===== config.mk =====
export PLATFORM = sky130hd
export DESIGN_NAME = mc_control
export DESIGN_NICKNAME = d
export VERILOG_FILES = /design/src/rtl/mc_control_pkg.sv /design/src/rtl/mc_control_decode.sv /design/src/rtl/mc_control.sv
export SDC_FILE = /design/constraint.sdc
export NUM_CORES = 1
export LEC_CHECK = 0
export CAP_MARGIN = 20
export CORE_MARGIN = 1.5
export CORE_UTILIZATION = 40
export CTS_CLUSTER_DIAMETER = 40
export DETAILED_ROUTE_END_ITERATION = 10
export PLACE_DENSITY = 0.85
export SLEW_MARGIN = 20
export SYNTH_ARGS = -nofsm -noshare
export SYNTH_HDL_FRONTEND = slang
export SYNTH_SLANG_ARGS = --single-unit

===== constraint.sdc =====
create_clock -name clk -period 4.24 [get_ports clk]
set_clock_uncertainty 0.1 [all_clocks]
set_input_delay 1.272 -clock clk [delete_from_list [all_inputs] [get_ports clk]]
set_output_delay 1.272 -clock clk [all_outputs]
set_load 0.1 [all_outputs]

===== src/rtl/mc_control_pkg.sv =====
// ============================================================================
//  Module   : mc_control_pkg
//  Purpose  : Shared opcode/funct, NPC, ALU, EXT and state encodings for the
//             multi-cycle MIPS control sequencer.
//  Revision : 1.0 - initial release
// ============================================================================
`default_nettype none

package mc_control_pkg;

   localparam logic [5:0] c_op_rtype = 6'h00;
   localparam logic [5:0] c_op_j     = 6'h02;
   localparam logic [5:0] c_op_jal   = 6'h03;
   localparam logic [5:0] c_op_beq   = 6'h04;
   localparam logic [5:0] c_op_bne   = 6'h05;
   localparam logic [5:0] c_op_addiu = 6'h09;
   localparam logic [5:0] c_op_slti  = 6'h0A;
   localparam logic [5:0] c_op_ori   = 6'h0D;
   localparam logic [5:0] c_op_lui   = 6'h0F;
   localparam logic [5:0] c_op_lw    = 6'h23;
   localparam logic [5:0] c_op_sw    = 6'h2B;

   localparam logic [5:0] c_fn_jr    = 6'h08;
   localparam logic [5:0] c_fn_addu  = 6'h21;
   localparam logic [5:0] c_fn_subu  = 6'h23;
   localparam logic [5:0] c_fn_and   = 6'h24;
   localparam logic [5:0] c_fn_or    = 6'h25;
   localparam logic [5:0] c_fn_xor   = 6'h26;
   localparam logic [5:0] c_fn_nor   = 6'h27;
   localparam logic [5:0] c_fn_slt   = 6'h2A;
   localparam logic [5:0] c_fn_sltu  = 6'h2B;

   localparam logic [1:0] c_npc_plus4  = 2'd0;
   localparam logic [1:0] c_npc_branch = 2'd1;
   localparam logic [1:0] c_npc_jump   = 2'd2;
   localparam logic [1:0] c_npc_jr     = 2'd3;

   localparam logic [4:0] c_alu_add  = 5'd0;
   localparam logic [4:0] c_alu_sub  = 5'd1;
   localparam logic [4:0] c_alu_and  = 5'd2;
   localparam logic [4:0] c_alu_or   = 5'd3;
   localparam logic [4:0] c_alu_xor  = 5'd4;
   localparam logic [4:0] c_alu_nor  = 5'd5;
   localparam logic [4:0] c_alu_slt  = 5'd6;
   localparam logic [4:0] c_alu_sltu = 5'd7;
   localparam logic [4:0] c_alu_lui  = 5'd8;

   localparam logic [1:0] c_ext_zero = 2'd0;
   localparam logic [1:0] c_ext_sign = 2'd1;
   localparam logic [1:0] c_ext_lui  = 2'd2;

   localparam logic [1:0] c_dst_rt  = 2'd0;
   localparam logic [1:0] c_dst_rd  = 2'd1;
   localparam logic [1:0] c_dst_r31 = 2'd2;

   localparam logic [1:0] c_wd_alu = 2'd0;
   localparam logic [1:0] c_wd_mem = 2'd1;
   localparam logic [1:0] c_wd_pc  = 2'd2;

   typedef enum logic [2:0] {
      S_FETCH  = 3'd0,
      S_DECODE = 3'd1,
      S_EXEC   = 3'd2,
      S_MEMACC = 3'd3,
      S_WB     = 3'd4
   } state_t;

   typedef enum logic [3:0] {
      CL_RTYPE   = 4'd0,
      CL_IARITH  = 4'd1,
      CL_LOAD    = 4'd2,
      CL_STORE   = 4'd3,
      CL_BEQ     = 4'd4,
      CL_BNE     = 4'd5,
      CL_J       = 4'd6,
      CL_JAL     = 4'd7,
      CL_JR      = 4'd8,
      CL_ILLEGAL = 4'd9
   } instr_class_t;

   // States in which a memory access is outstanding and may have to wait.
   function automatic logic is_mem_state(input state_t s);
      return (s == S_FETCH) || (s == S_MEMACC);
   endfunction

endpackage

`default_nettype wire


===== src/rtl/mc_control_decode.sv =====
// ============================================================================
//  Module   : mc_decode
//  Purpose  : Combinational op/funct decoder: instruction class plus ALU/EXT
//             controls for the multi-cycle sequencer.
//  Revision : 1.0 - initial release
// ============================================================================
`default_nettype none

module mc_decode
   import mc_control_pkg::*;
#(
   parameter int ALUOP_W = 5
) (
   input  logic [5:0]         op,
   input  logic [5:0]         funct,
   output instr_class_t       iclass,
   output logic [ALUOP_W-1:0] alu_op,
   output logic [1:0]         ext_op,
   output logic               alu_src_b
);

   logic [4:0] w_alu_code;

   always_comb begin
      iclass     = CL_ILLEGAL;
      w_alu_code = c_alu_add;
      ext_op     = c_ext_zero;
      alu_src_b  = 1'b0;
      case (op)
         c_op_rtype: begin
            iclass = CL_RTYPE;
            case (funct)
               c_fn_addu: w_alu_code = c_alu_add;
               c_fn_subu: w_alu_code = c_alu_sub;
               c_fn_and:  w_alu_code = c_alu_and;
               c_fn_or:   w_alu_code = c_alu_or;
               c_fn_xor:  w_alu_code = c_alu_xor;
               c_fn_nor:  w_alu_code = c_alu_nor;
               c_fn_slt:  w_alu_code = c_alu_slt;
               c_fn_sltu: w_alu_code = c_alu_sltu;
               c_fn_jr:   iclass     = CL_JR;
               default:   iclass     = CL_ILLEGAL;
            endcase
         end
         c_op_j:   iclass = CL_J;
         c_op_jal: iclass = CL_JAL;
         c_op_beq, c_op_bne: begin
            iclass     = (op == c_op_beq) ? CL_BEQ : CL_BNE;
            w_alu_code = c_alu_sub;
            ext_op     = c_ext_sign;
         end
         c_op_addiu: begin
            iclass     = CL_IARITH;
            w_alu_code = c_alu_add;
            ext_op     = c_ext_sign;
            alu_src_b  = 1'b1;
         end
         c_op_slti: begin
            iclass     = CL_IARITH;
            w_alu_code = c_alu_slt;
            ext_op     = c_ext_sign;
            alu_src_b  = 1'b1;
         end
         c_op_ori: begin
            iclass     = CL_IARITH;
            w_alu_code = c_alu_or;
            ext_op     = c_ext_zero;
            alu_src_b  = 1'b1;
         end
         c_op_lui: begin
            iclass     = CL_IARITH;
            w_alu_code = c_alu_lui;
            ext_op     = c_ext_lui;
            alu_src_b  = 1'b1;
         end
         c_op_lw, c_op_sw: begin
            iclass     = (op == c_op_lw) ? CL_LOAD : CL_STORE;
            w_alu_code = c_alu_add;
            ext_op     = c_ext_sign;
            alu_src_b  = 1'b1;
         end
         default: iclass = CL_ILLEGAL;
      endcase
   end

   assign alu_op = ALUOP_W'(w_alu_code);

endmodule

`default_nettype wire


===== src/rtl/mc_control.sv =====
// ============================================================================
//  Module   : mc_control
//  Purpose  : Multi-cycle MIPS control FSM (FETCH/DECODE/EXEC/MEMACC/WB).
//             Optional memory-wait handshake enabled by MC_MEMWAIT_EN.
//  Revision : 1.0 - initial release
// ============================================================================
`default_nettype none

module mc_control
   import mc_control_pkg::*;
#(
   parameter int ALUOP_W = 5,
   parameter int WAIT_W  = 4
) (
   input  logic               clk,
   input  logic               rst,
   input  logic [5:0]         op,
   input  logic [5:0]         funct,
   input  logic               zero,
   input  logic               mem_ready,
   output logic               pc_we,
   output logic [1:0]         npc_op,
   output logic               ir_we,
   output logic               iord,
   output logic               mem_rd,
   output logic               mem_wr,
   output logic               rf_we,
   output logic [1:0]         reg_dst,
   output logic [1:0]         wd_sel,
   output logic               alu_src_b,
   output logic [ALUOP_W-1:0] alu_op,
   output logic [1:0]         ext_op,
   output logic [2:0]         state,
   output logic               illegal,
   output logic               mem_err
);

   state_t       r_state;
   logic         r_illegal;
   logic         r_mem_err;
   instr_class_t w_class;
   logic         w_mem_ok;
   logic         w_timeout;

   // IR holds op/funct for the whole instruction, so the EXEC-cycle ALU/EXT
   // controls stay stable through MEMACC and WB without extra registers.
   mc_decode #(
      .ALUOP_W (ALUOP_W)
   ) u_decode (
      .op        (op),
      .funct     (funct),
      .iclass    (w_class),
      .alu_op    (alu_op),
      .ext_op    (ext_op),
      .alu_src_b (alu_src_b)
   );

`ifdef MC_MEMWAIT_EN
   localparam logic [WAIT_W-1:0] c_wait_last = WAIT_W'((2 ** WAIT_W) - 2);

   logic [WAIT_W-1:0] r_wait_cnt;

   assign w_mem_ok  = mem_ready;
   assign w_timeout = !mem_ready && (r_wait_cnt == c_wait_last);

   always_ff @(posedge clk or posedge rst) begin
      if (rst) begin
         r_wait_cnt <= '0;
      end else if (!is_mem_state(r_state) || mem_ready || w_timeout) begin
         r_wait_cnt <= '0;
      end else begin
         r_wait_cnt <= r_wait_cnt + WAIT_W'(1);
      end
   end
`else
   logic [WAIT_W:0] unused_cfg;

   assign unused_cfg = {{WAIT_W{1'b0}}, mem_ready};
   assign w_mem_ok   = 1'b1;
   assign w_timeout  = 1'b0;
`endif

   always_ff @(posedge clk or posedge rst) begin
      if (rst) begin
         r_state   <= S_FETCH;
         r_illegal <= 1'b0;
         r_mem_err <= 1'b0;
      end else begin
         r_illegal <= 1'b0;
         r_mem_err <= 1'b0;
         case (r_state)
            S_FETCH: begin
               if (w_mem_ok) begin
                  r_state <= S_DECODE;
               end else if (w_timeout) begin
                  r_state   <= S_FETCH;
                  r_mem_err <= 1'b1;
               end
            end
            S_DECODE: begin
               case (w_class)
                  CL_J, CL_JAL: r_state <= S_FETCH;
                  CL_ILLEGAL: begin
                     r_state   <= S_FETCH;
                     r_illegal <= 1'b1;
                  end
                  default:      r_state <= S_EXEC;
               endcase
            end
            S_EXEC: begin
               case (w_class)
                  CL_LOAD, CL_STORE:  r_state <= S_MEMACC;
                  CL_RTYPE, CL_IARITH: r_state <= S_WB;
                  default:            r_state <= S_FETCH;
               endcase
            end
            S_MEMACC: begin
               if (w_mem_ok) begin
                  r_state <= (w_class == CL_LOAD) ? S_WB : S_FETCH;
               end else if (w_timeout) begin
                  r_state   <= S_FETCH;
                  r_mem_err <= 1'b1;
               end
            end
            S_WB:    r_state <= S_FETCH;
            default: r_state <= S_FETCH;
         endcase
      end
   end

   always_comb begin
      pc_we   = 1'b0;
      npc_op  = c_npc_plus4;
      ir_we   = 1'b0;
      iord    = 1'b0;
      mem_rd  = 1'b0;
      mem_wr  = 1'b0;
      rf_we   = 1'b0;
      reg_dst = c_dst_rt;
      wd_sel  = c_wd_alu;
      case (r_state)
         S_FETCH: begin
            mem_rd = 1'b1;
            ir_we  = w_mem_ok;
            pc_we  = w_mem_ok;
         end
         S_DECODE: begin
            if (w_class == CL_J || w_class == CL_JAL) begin
               pc_we  = 1'b1;
               npc_op = c_npc_jump;
            end
            if (w_class == CL_JAL) begin
               rf_we   = 1'b1;
               reg_dst = c_dst_r31;
               wd_sel  = c_wd_pc;
            end
         end
         S_EXEC: begin
            case (w_class)
               CL_BEQ: begin
                  pc_we  = zero;
                  npc_op = c_npc_branch;
               end
               CL_BNE: begin
                  pc_we  = ~zero;
                  npc_op = c_npc_branch;
               end
               CL_JR: begin
                  pc_we  = 1'b1;
                  npc_op = c_npc_jr;
               end
               default: ;
            endcase
         end
         S_MEMACC: begin
            iord   = 1'b1;
            mem_rd = (w_class == CL_LOAD);
            mem_wr = (w_class == CL_STORE) && w_mem_ok;
         end
         S_WB: begin
            rf_we = 1'b1;
            if (w_class == CL_RTYPE) begin
               reg_dst = c_dst_rd;
            end else if (w_class == CL_LOAD) begin
               wd_sel = c_wd_mem;
            end
         end
         default: ;
      endcase
      // Reset must kill every write strobe immediately, not at the next edge.
      if (rst) begin
         pc_we  = 1'b0;
         ir_we  = 1'b0;
         mem_rd = 1'b0;
         mem_wr = 1'b0;
         rf_we  = 1'b0;
      end
   end

   assign state   = r_state;
   assign illegal = r_illegal;
   assign mem_err = r_mem_err;

endmodule

`default_nettype wire

==> results of run 1 <==
[logic make-up after synthesis]
group                  count (synthesis)  synth area share
AND/OR/NAND/NOR                       71            0.4877
AO/OA/AOI/OAI                         32            0.2684
buffers and inverters                 17           0.09202
flip-flops                             4            0.1227
XOR/XNOR                               1           0.01074
multiplexers                           1           0.01380
other                                  1          0.004597
[timing repair]
action | CTS
endpoints found under the setup margin | 14
setup buffers | 6
resized for setup | 41
pin swaps | 12
[per-stage QoR]
stage / cells / util / hold slack (ns)
detailed placement: 216 / 0.9124 / 0.6327
global placement: 216 / 0.9124 / 0.6018
floorplan: 128 / - / 0.9381
CTS: 225 / 0.9633 / 0.6379
==> summary.txt, run 1 <==
Initial Utilization -> 0.4201
Die X -> 48.16 um
Num Clock Sinks -> 4
Placer Congestion -> 0.8794
DP Wirelength -> 3.088 mm
Placed Area -> 1772 um2
Asr flop ratio synth -> 1.000
Yosys top cell by area -> dfrtp_1
Hold-fix buffers at CTS -> 0
Post-Syn Area -> 815.8 um2
Distinct cells, synth -> 47
Fail Step -> global routing (5_1_grt)
Pin count of the biggest net entering global routing -> 13
Commonest cells post-synth -> 15 x nor2_1, 9 x nand2_1, 9 x nor4_1
Post-synth EDFFs -> 0
Buffers on Ports -> 37
Worst EP Category -> primary output
Die Ht -> 48.16 um
Place WS -> -0.5183 ns
Status -> stopped before the end
Root buf cell -> clkbuf_4
Clock Tree Buf Depth -> 2
Syn. warnings -> 0
Tool Error -> [ERROR DPL-0038] Utilization greater than 100%, impossible to legalize
Post-synth top area share -> 0.1227
Ports -> 41
Mapped Cells -> 127
H-tree depth -> 1
Synth Flop Type -> dfrtp_1
Post-Syn Area per Cell -> 6.423 um2
CTS Buf Count -> 3
Top post-synthesis cells by area -> dfrtp_1 12%, nor2_1 6.9%, nor4_1 6.9%
GR repair worst EP -> pc_we
Core Rows -> 16
Post-synthesis register bit count -> 4
Top-count cell post-synth -> nor2_1
Register area share after synthesis -> 0.1227
==> run 2, diff against run 1 <==
--- a/config.mk
+++ b/config.mk
@@ -6,11 +6,10 @@
 export NUM_CORES = 1
 export LEC_CHECK = 0
 export CAP_MARGIN = 20
-export CORE_MARGIN = 1.5
-export CORE_UTILIZATION = 40
-export CTS_CLUSTER_DIAMETER = 40
+export CORE_AREA = 2 2 63 65
 export DETAILED_ROUTE_END_ITERATION = 10
-export PLACE_DENSITY = 0.85
+export DIE_AREA = 0 0 65 67
+export PLACE_DENSITY_LB_ADDON = 0.15
 export SLEW_MARGIN = 20
 export SYNTH_ARGS = -nofsm -noshare
 export SYNTH_HDL_FRONTEND = slang
==> run 2 against run 1 <==
  * The flow now finishes, with violations (negative setup slack)
  * Synthesized cell count stayed put
  * Area after synthesis stayed put
==> summary.txt, run 2 <==
Vias in the first global route -> 1220
Met1 wire length -> 1.384 mm
ANT nets after route -> 0
Fin. Hold Viols -> 0
Slew @ Worst Pin -> 0.9593 ns
Crit-path max FO -> 2
Worst path arrival time -> 2.96 ns
Crit-path cells -> buf_6 > or2_4 > or4_4 > or3_4 > a21oi_4 > and3_4 > buf_12
Synth Flop Type -> dfrtp_1
Root buf cell -> clkbuf_8
Commonest non-fill, non-tap cell in the layout -> buf_4
Hold Crit Class -> flip-flop to flip-flop
Drt first pass iters -> 5
Hold-fix buffers at CTS -> 0
Vias -> 1216
Setup ws final -> -0.09373 ns
Most frequent cells in the layout -> 43 x buf_4, 18 x buf_12, 9 x nand2_1, 9 x nor2_1
Insertion delay to the later sink of the worst-skew pair -> 0.21 ns
Placed Area -> 1821 um2
Buffers & Inverters on Critical Path -> 2
Syn. warnings -> 0
Initial Utilization -> 0.2262
Post-DR vias/cell -> 4.923
Placer Congestion -> 0.8024
CP max stage cell -> or4_4
Mapped Cells -> 127
Crit Path Category -> primary input to output pin
CTS Buf Count -> 3
Worst vdd rail ir drop -> 201.6 uV
Post-route design area -> 1982 um2
Core Rows -> 22
Tot GR Track Use -> 0.1540
Top post-synthesis cells by area -> dfrtp_1 12%, nor2_1 6.9%, nor4_1 6.9%
Wire length on met2 -> 1.658 mm
Distinct cells, synth -> 47
Post-Syn Area per Cell -> 6.423 um2
First-pass GRT wire length -> 5.402 mm
Max reg flops -> 3
DR WL/cell -> 12.76 um
Initial antenna violation count -> 0
Num Clock Sinks -> 4
Final cell count without fillers -> 247
Min Tclk post-route -> 4.334 ns
Required time worst endpoint -> 2.87 ns
Clock Tree Buf Depth -> 2
Final wirelength -> 3.152 mm
Antenna cells -> 0
Ports -> 41
Period utilisation layout -> 1.022
Post-Syn Area -> 815.8 um2
Slew Limit Fails -> 0
Post-synth EDFFs -> 0
Top-count cell post-synth -> nor2_1
Crit path max-delay family -> simple AND/OR/NAND/NOR gates
GRT Residual Overflow -> 0
Area Growth Syn to Fin -> 142.9%
H-tree depth -> 1
Slew headroom -> 0.3585
Pwr/cell area -> 271.7 nW/um2
Placed Cells incl. Taps -> 240
Post-synth top area share -> 0.1227
Hold_ws -> 0.6181 ns
Count of final setup violators -> 3
CP peak stage delay -> 0.49 ns
DP Wirelength -> 2.548 mm
Asr flop ratio synth -> 1.000
CTS clk-pin slew, worst paths -> 0.03 ns
Total Die Area -> 4355 um2
DRC -> 0
Setup crit start kind -> primary input
DR iter-0 viols -> 51
Leak -> 0.8188 nW
RSZ-0062 raised after global routing -> yes
Yosys top cell by area -> dfrtp_1
Post-synthesis register bit count -> 4
MaxCap Viol Count -> 0
Status -> complete, but fails checks
Max Used Layer -> met3
# nets final -> 217
Register area share after synthesis -> 0.1227
Core Footprint -> 3606 um2
Pin count of the biggest net entering global routing -> 13
Buffers on Ports -> 37
Critical Path Sink Type -> output pin
TritonCTS clock tree -> yes
Share of layout cells above drive strength 1 -> 0.5829
Fmax -> 230.7 MHz
WL met3 -> 109 um
Failing checks -> negative setup slack
Commonest cells post-synth -> 15 x nor2_1, 9 x nand2_1, 9 x nor4_1
Die Ht -> 67 um
Die X -> 65 um
-- run 2: cell counts after synthesis --
No cell type changed its count.
-- run 2: cells by family (layout without fill, tap and decap cells) --
family,Yosys count,after routing,share of synthesized area
compound gates,32,32,0.2684
flops,4,4,0.1227
buf+inv,17,88,0.09202
other cells,1,2,0.004597
simple gates,71,71,0.4877
mux,1,1,0.01380
xor+xnor,1,1,0.01074
-- run 2: worst paths after layout --
path | start | endpoint | depth (start not counted) | slack [ns]
max | op[4] | mem_wr | 7 | -0.09
min | state[2] | state[1] | 1 | 0.62
max reg2reg | state[0] | state[2] | 2 | 2.95
min reg2reg | state[2] | state[1] | 1 | 0.62
max in group asynchronous | rst | state[1] | 2 | 2.55
min in group asynchronous | rst | illegal | 2 | 1.33
-- run 2: where the power goes --
group          switching [W]  leakage, nW  internal (W)
registers          0.0000222       0.0518     0.0000488
logic               0.000259        0.745      0.000132
clock network      0.0000170       0.0216     0.0000603
-- run 2: routing by layer --
layer / global-route usage / vias up
li1: - / 608
met1: 0.1860 / 584
met2: 0.2964 / 24
met3: 0.02027 / 0
met4: 0.01596 / 0
met5: 0 / -
-- run 2: area by class of cell --
cell class                 count  area, um2
timing repair buffer          79      852.1
inverter                       6      22.52
clock buffer                   3      41.29
fill                         340       1624
multi-input combinational    107      905.9
sequential                     4      100.1
tap                           48      60.06
-- run 2: what timing repair did --
action,4_1_cts,5_1_grt
endpoints found under the setup margin,14,10
gates resized for setup,45,16
pin swaps,12,13
setup buffers,4,1
-- run 2: stage by stage --
step                  util  setup TNS [ns]   power, W  setup WS, ns
detailed placement  0.5049          -4.086  0.0004562       -0.4755
floorplan                -          -1.488  0.0003333       -0.4889
global placement    0.5049          -3.747  0.0004532       -0.4400
CTS                 0.5403         -0.8085  0.0005397       -0.1522
global route        0.5496         -0.4760  0.0005640       -0.1360
finish              0.5496         -0.2279  0.0005385      -0.09373
Note: power is estimated with default switching activity, not from simulation.
==> run 3, diff against run 2 <==
--- a/config.mk
+++ b/config.mk
@@ -7,6 +7,7 @@
 export LEC_CHECK = 0
 export CAP_MARGIN = 20
 export CORE_AREA = 2 2 63 65
+export CTS_CLUSTER_DIAMETER = 80
 export DETAILED_ROUTE_END_ITERATION = 10
 export DIE_AREA = 0 0 65 67
 export PLACE_DENSITY_LB_ADDON = 0.15
==> results of run 3 <==
The final DEF is identical to that of run 2; final timing and power are the same.
